$ cat config.mk
export PLATFORM = sky130hd
export DESIGN_NAME = skip_sched
export DESIGN_NICKNAME = d
export VERILOG_FILES = /design/src/rtl/skip_sched.sv
export SDC_FILE = /design/constraint.sdc
export NUM_CORES = 1
export LEC_CHECK = 0
export CORE_MARGIN = 3
export CORE_UTILIZATION = 45
export DETAILED_ROUTE_END_ITERATION = 8
export PLACE_DENSITY = 0.66
export REMOVE_ABC_BUFFERS = 1
export SYNTH_ARGS = -nofsm -noshare
export SYNTH_HDL_FRONTEND = slang
export SYNTH_SLANG_ARGS = --single-unit
$ cat constraint.sdc
create_clock -name iCLK -period 2.4 [get_ports iCLK]
set_clock_uncertainty 0.1 [all_clocks]
set_input_delay 0.24 -clock iCLK [delete_from_list [all_inputs] [get_ports iCLK]]
set_output_delay 0.24 -clock iCLK [all_outputs]
set_load 0.01 [all_outputs]
$ cat src/rtl/skip_sched.sv
// Configuration controller for the cycle-skipping clock ring: takes a skip count over a
// 4-phase REQ/ACK handshake, spreads it evenly over LEN slots and applies it at slot 0.
module skip_sched #(
    parameter int LEN = 16,
    parameter int KW  = 5
) (
    input  logic           iCLK,
    input  logic           nRST,
    input  logic           REQ,
    input  logic [KW-1:0]  KSKIP,
    input  logic           B0,
    output logic [LEN-1:0] MASK,
    output logic           E,
    output logic           ACK,
    output logic           BUSY,
    output logic           ERR
);

    localparam int IW = (LEN > 2) ? $clog2(LEN) : 1;
    localparam logic [IW-1:0] lastIdx = IW'(LEN - 1);
    localparam logic [KW-1:0] kMax    = KW'(LEN - 1);
    localparam logic [KW:0]   lenW    = (KW+1)'(LEN);

    typedef enum logic [1:0] {
        IDLE  = 2'd0,
        BUILD = 2'd1,
        SYNC  = 2'd2,
        ACKW  = 2'd3
    } state_t;

    state_t         state, stateNxt;
    logic [KW-1:0]  kReg, kNxt;
    logic [KW-1:0]  acc, accNxt;
    logic [IW-1:0]  idx, idxNxt;
    logic [LEN-1:0] shadow, shadowNxt;
    logic [LEN-1:0] maskNxt;
    logic           eNxt, ackNxt, errNxt;
    logic [KW:0]    step;

    // One Bresenham step: returns {skip bit, new accumulator}. acc < LEN and k < LEN,
    // so the KW+1 bit sum cannot overflow and one subtraction always brings it back in range.
    function automatic logic [KW:0] spreadStep(input logic [KW-1:0] a, input logic [KW-1:0] kk);
        logic [KW:0] s;
        s = {1'b0, a} + {1'b0, kk};
        if (s >= lenW)
            return {1'b1, KW'(s - lenW)};
        else
            return {1'b0, KW'(s)};
    endfunction

    assign step = spreadStep(acc, kReg);
    assign BUSY = (state != IDLE);

    always_ff @(posedge iCLK or negedge nRST) begin
        if (!nRST) begin
            state  <= IDLE;
            kReg   <= '0;
            acc    <= '0;
            idx    <= '0;
            shadow <= '0;
            MASK   <= '0;
            E      <= 1'b0;
            ACK    <= 1'b0;
            ERR    <= 1'b0;
        end else begin
            state  <= stateNxt;
            kReg   <= kNxt;
            acc    <= accNxt;
            idx    <= idxNxt;
            shadow <= shadowNxt;
            MASK   <= maskNxt;
            E      <= eNxt;
            ACK    <= ackNxt;
            ERR    <= errNxt;
        end
    end

    always_comb begin
        stateNxt  = state;
        kNxt      = kReg;
        accNxt    = acc;
        idxNxt    = idx;
        shadowNxt = shadow;
        maskNxt   = MASK;
        eNxt      = E;
        ackNxt    = ACK;
        errNxt    = ERR;

        unique case (state)
            IDLE: begin
                if (REQ) begin
                    if (KSKIP > kMax) begin
                        // Reject leaves MASK and E alone; only the handshake and ERR move.
                        ackNxt   = 1'b1;
                        errNxt   = 1'b1;
                        stateNxt = ACKW;
                    end else begin
                        kNxt     = KSKIP;
                        errNxt   = 1'b0;
                        accNxt   = '0;
                        idxNxt   = '0;
                        stateNxt = BUILD;
                    end
                end
            end
            BUILD: begin
                shadowNxt[idx] = step[KW];
                accNxt         = step[KW-1:0];
                if (idx == lastIdx) begin
                    stateNxt = SYNC;
                end else begin
                    idxNxt = idx + 1'b1;
                end
            end
            SYNC: begin
                // B0 only moves on negedge, so the ring is parked in slot 0 across this edge;
                // slot 0 is unskipped in both masks, making the swap glitch-free.
                if (B0) begin
                    maskNxt  = shadow;
                    eNxt     = 1'b1;
                    ackNxt   = 1'b1;
                    stateNxt = ACKW;
                end
            end
            ACKW: begin
                if (!REQ) begin
                    ackNxt   = 1'b0;
                    stateNxt = IDLE;
                end
            end
            default: stateNxt = IDLE;
        endcase
    end

endmodule

==> qor.txt <==
Outcome = completed
Setup TNS = 0 ps
I/O Buffers = 28
Clock Pin Slew Worst Setup and Hold Paths = 100 ps
Max Cap Viol = 0
Floorplan core area = 5200 µm²
CP bufs+invs = 1
Peak supply drop = 0.551 mV
IO Pins = 29
Total GRT Usage = 15.6%
Total Power = 0.00319 W
Post-synth cell types = 38
Gr ovfl total = 0
LEAKAGE = 1.33 nW
Register area = 1280 µm²
Worst R2R Start = kReg[0]
Flop2flop setup slack = 160 ps
Synth-to-Final Area Change = 20.4%
WP data arrival = 2320 ps
Global-route wire length before repair = 7950 µm
Gate Count Post-Synth = 224
Wire per inst = 13.2 µm
Worst slew margin = 67.6%
RSZ-0062 raised after global routing = no
Post-DRT Antenna Nets = 0
Synth Area per Inst = 11.0 µm²
Core Rows = 26
Ant diodes = 0
Delay-heaviest family, CP = compound AO/OA/AOI/OAI gates
Critical Path Stages = 7
Iteration-0 DRC count of the detailed router = 85
Final hold violation count = 0
Clk root buf = clkbuf_8
Slowest library cell on the worst path = a2111oi_4
H-Tree Depth = 2
CP required = 2490 ps
Remaining DRCs = 0
Clock latency on the worst-skew pair = 310 ps
HP Class = input pin to asynchronous set/reset pin
Period utilization = 93.3%
Die area = 6390 µm²
Fillcell total = 485
Die H = 79.9 µm
Critical path fanouts, max = 8
CTS Sinks = 51
Max-slew violations = 0
Chip width = 79.9 µm
Final worst path period need = 2240 ps
Setup CP Type = flop to flop
Initial antenna violation count = 0
GPL Wtd Cong = 0.825
CTS Buffer Depth = 2
Crit-path cells = ha_1 > inv_1 > fa_1 > nand2b_1 > a2111oi_4 > a21bo_4 > o21ai_0
Max Freq = 447 MHz
Reg-to-reg endpoint = shadow[7]
Worst Setup End Kind = flop
Largest net degree at the start of global routing = 20
CP startpoint kind = flop
CTS tree = built
Via count = 1683
Final wirelength = 4350 µm
Vias in the first global route = 1761
CTS buffer count = 5
# setup viols final = 0
Synthesized cell area = 2460 µm²
Max incr delay on CP = 480 ps
Ys flop type = dfrtp_1
DR pass1 iterations = 4
Hpwl dp = 3160 µm
Post-synth EDFFs = 0
Layout cell share with drive strength beyond 1 = 17.3%
Starting density of the core = 47.3%
Async S/R FF share, synth = 100%
Worst-Margin Slew = 486 ps
P per Cell Area = 1080 nW/µm²
Worst reg-to-reg path cell count = 7
Fin nets = 283
Min Hold Slack = 284 ps
Synth Register Bits = 51
Synth warn = 0
Vias/cell = 5.10
Worst Setup SP = kReg[0]
Area of the multi-input gates = 1140 µm²
Critical Path End = shadow[7]
Register area share after synthesis = 51.9%
-- cells in the final DEF, fill, tap and decap left out, drive strengths merged --
master         instances
a2111oi                3
a21bo                  2
a21boi                 1
a21o                   2
a21oi                 19
a221oi                 1
a22o                   1
a31o                   1
a31oi                  2
a41oi                  1
and2                   2
and3                   1
buf                    6
clkbuf                 5
clkdlybuf4s50         27
clkinv                 2
clkinvlp               1
dfrtp                 51
dlygate4sd3            1
fa                     1
ha                    14
inv                   11
mux2                  20
mux2i                  1
nand2                 22
nand2b                 5
nand3                  6
nand3b                 1
nand4                  4
nor2                  16
nor2b                  3
nor3                   5
nor4                   1
o21ai                 14
o22ai                  1
o31ai                  2
or2                    1
xor2                   3
-- worst register-to-register path, delay by kind of cell (launching register included) --
kind / cells / cell delay [ps]
AO/OA/AOI/OAI: 3 / 820
flip-flops: 1 / 360
buffers and inverters: 1 / 50
adder cells (fa/ha/maj): 2 / 560
AND/OR/NAND/NOR: 1 / 230
-- cells in the mapped netlist, types with 2 or more instances --
library cell | number | share of area (%)
mux2_2 | 20 | 9.2
inv_1 | 11 | 1.7
nand3_1 | 6 | 1.2
nor2b_1 | 3 | 0.76
a31oi_1 | 2 | 0.51
nand4_1 | 4 | 1.0
a21oi_1 | 19 | 3.9
dfrtp_1 | 51 | 52
a21o_1 | 2 | 0.61
nor3_1 | 5 | 1.0
a2111oi_2 | 2 | 1.2
o21ai_2 | 2 | 0.71
nor2_1 | 16 | 2.4
buf_2 | 3 | 0.61
xor2_1 | 3 | 1.1
o31ai_1 | 2 | 0.61
nand2b_1 | 5 | 1.3
clkbuf_1 | 3 | 0.46
o21ai_0 | 11 | 2.2
and2_1 | 2 | 0.51
nand2_1 | 22 | 3.4
ha_1 | 14 | 7.1
-- power by group --
| group | switching (W) | internal (W) |
|---|---|---|
| Combinational | 0.000720 | 0.000674 |
| Sequential | 0.000187 | 0.00111 |
| Clock | 0.000292 | 0.000209 |
| Total | 0.00120 | 0.00199 |
-- logic make-up (layout without fill, tap and decap cells) --
| logic type | Yosys count | count (layout) | share of synthesized area (%) |
|---|---|---|---|
| multiplexers | 21 | 21 | 9.56 |
| buffers and inverters | 18 | 53 | 3.20 |
| AO/OA/AOI/OAI | 49 | 50 | 13.6 |
| flip-flops | 51 | 51 | 51.9 |
| XOR/XNOR | 3 | 3 | 1.07 |
| adder cells (fa/ha/maj) | 15 | 15 | 7.94 |
| AND/OR/NAND/NOR | 67 | 67 | 12.7 |
-- registers in the layout (all words and copies together) (netlist names) --
name,count
E,1
idx,4
shadow,16
MASK,16
state,2
kReg,5
acc,5
ERR,1
ACK,1
-- through the flow --
stage                     utilization (%)  worst slack (ps)  std cells  cell area, µm²
after floorplan                         -               314        217            2420
after global placement               54.2               159        320            2820
after detailed placement             54.2              91.9        320            2820
after CTS                            56.2              63.3        329            2930
after global routing                 56.9              12.5        330            2960
final                                56.9               161        330            2960
-- how the worst min path moves through the flow --
stage	start	endpoint	cells after the start
2_1_floorplan	nRST	ACK	0
3_3_place_gp	nRST	shadow[6]	1
3_5_place_dp	nRST	shadow[6]	1
4_1_cts	nRST	shadow[14]	2
5_1_grt	nRST	shadow[14]	2
6_report	nRST	shadow[14]	2
-- layout make-up --
type | instances | area share [%]
clock buffers | 5 | 2.32
clock inverters | 3 | 0.845
inverters | 11 | 1.39
multi-input cells | 156 | 38.5
flip-flops and latches | 51 | 43.1
well taps | 70 | 2.96
repair buffers | 34 | 10.9
-- routing by layer --
| metal | vias up | global-route usage [%] | share of wire, % | wire, µm |
|---|---|---|---|---|
| li1 | 856 | - | - | - |
| met4 | 0 | 4.05 | 1.1 | 47 |
| met3 | 6 | 3.05 | 3.7 | 161 |
| met1 | 788 | 20.8 | 48 | 2070 |
| met5 | - | 0 | 0 | 0 |
| met2 | 33 | 25.9 | 48 | 2070 |
-- repair_timing --
action,4_1_cts,5_1_grt
endpoints found under the hold margin,16,0
hold buffers,1,0
buffers inserted,0,0
endpoints found under the setup margin,0,16
gates resized for setup,0,3
Note: power is estimated with default switching activity, not from simulation.
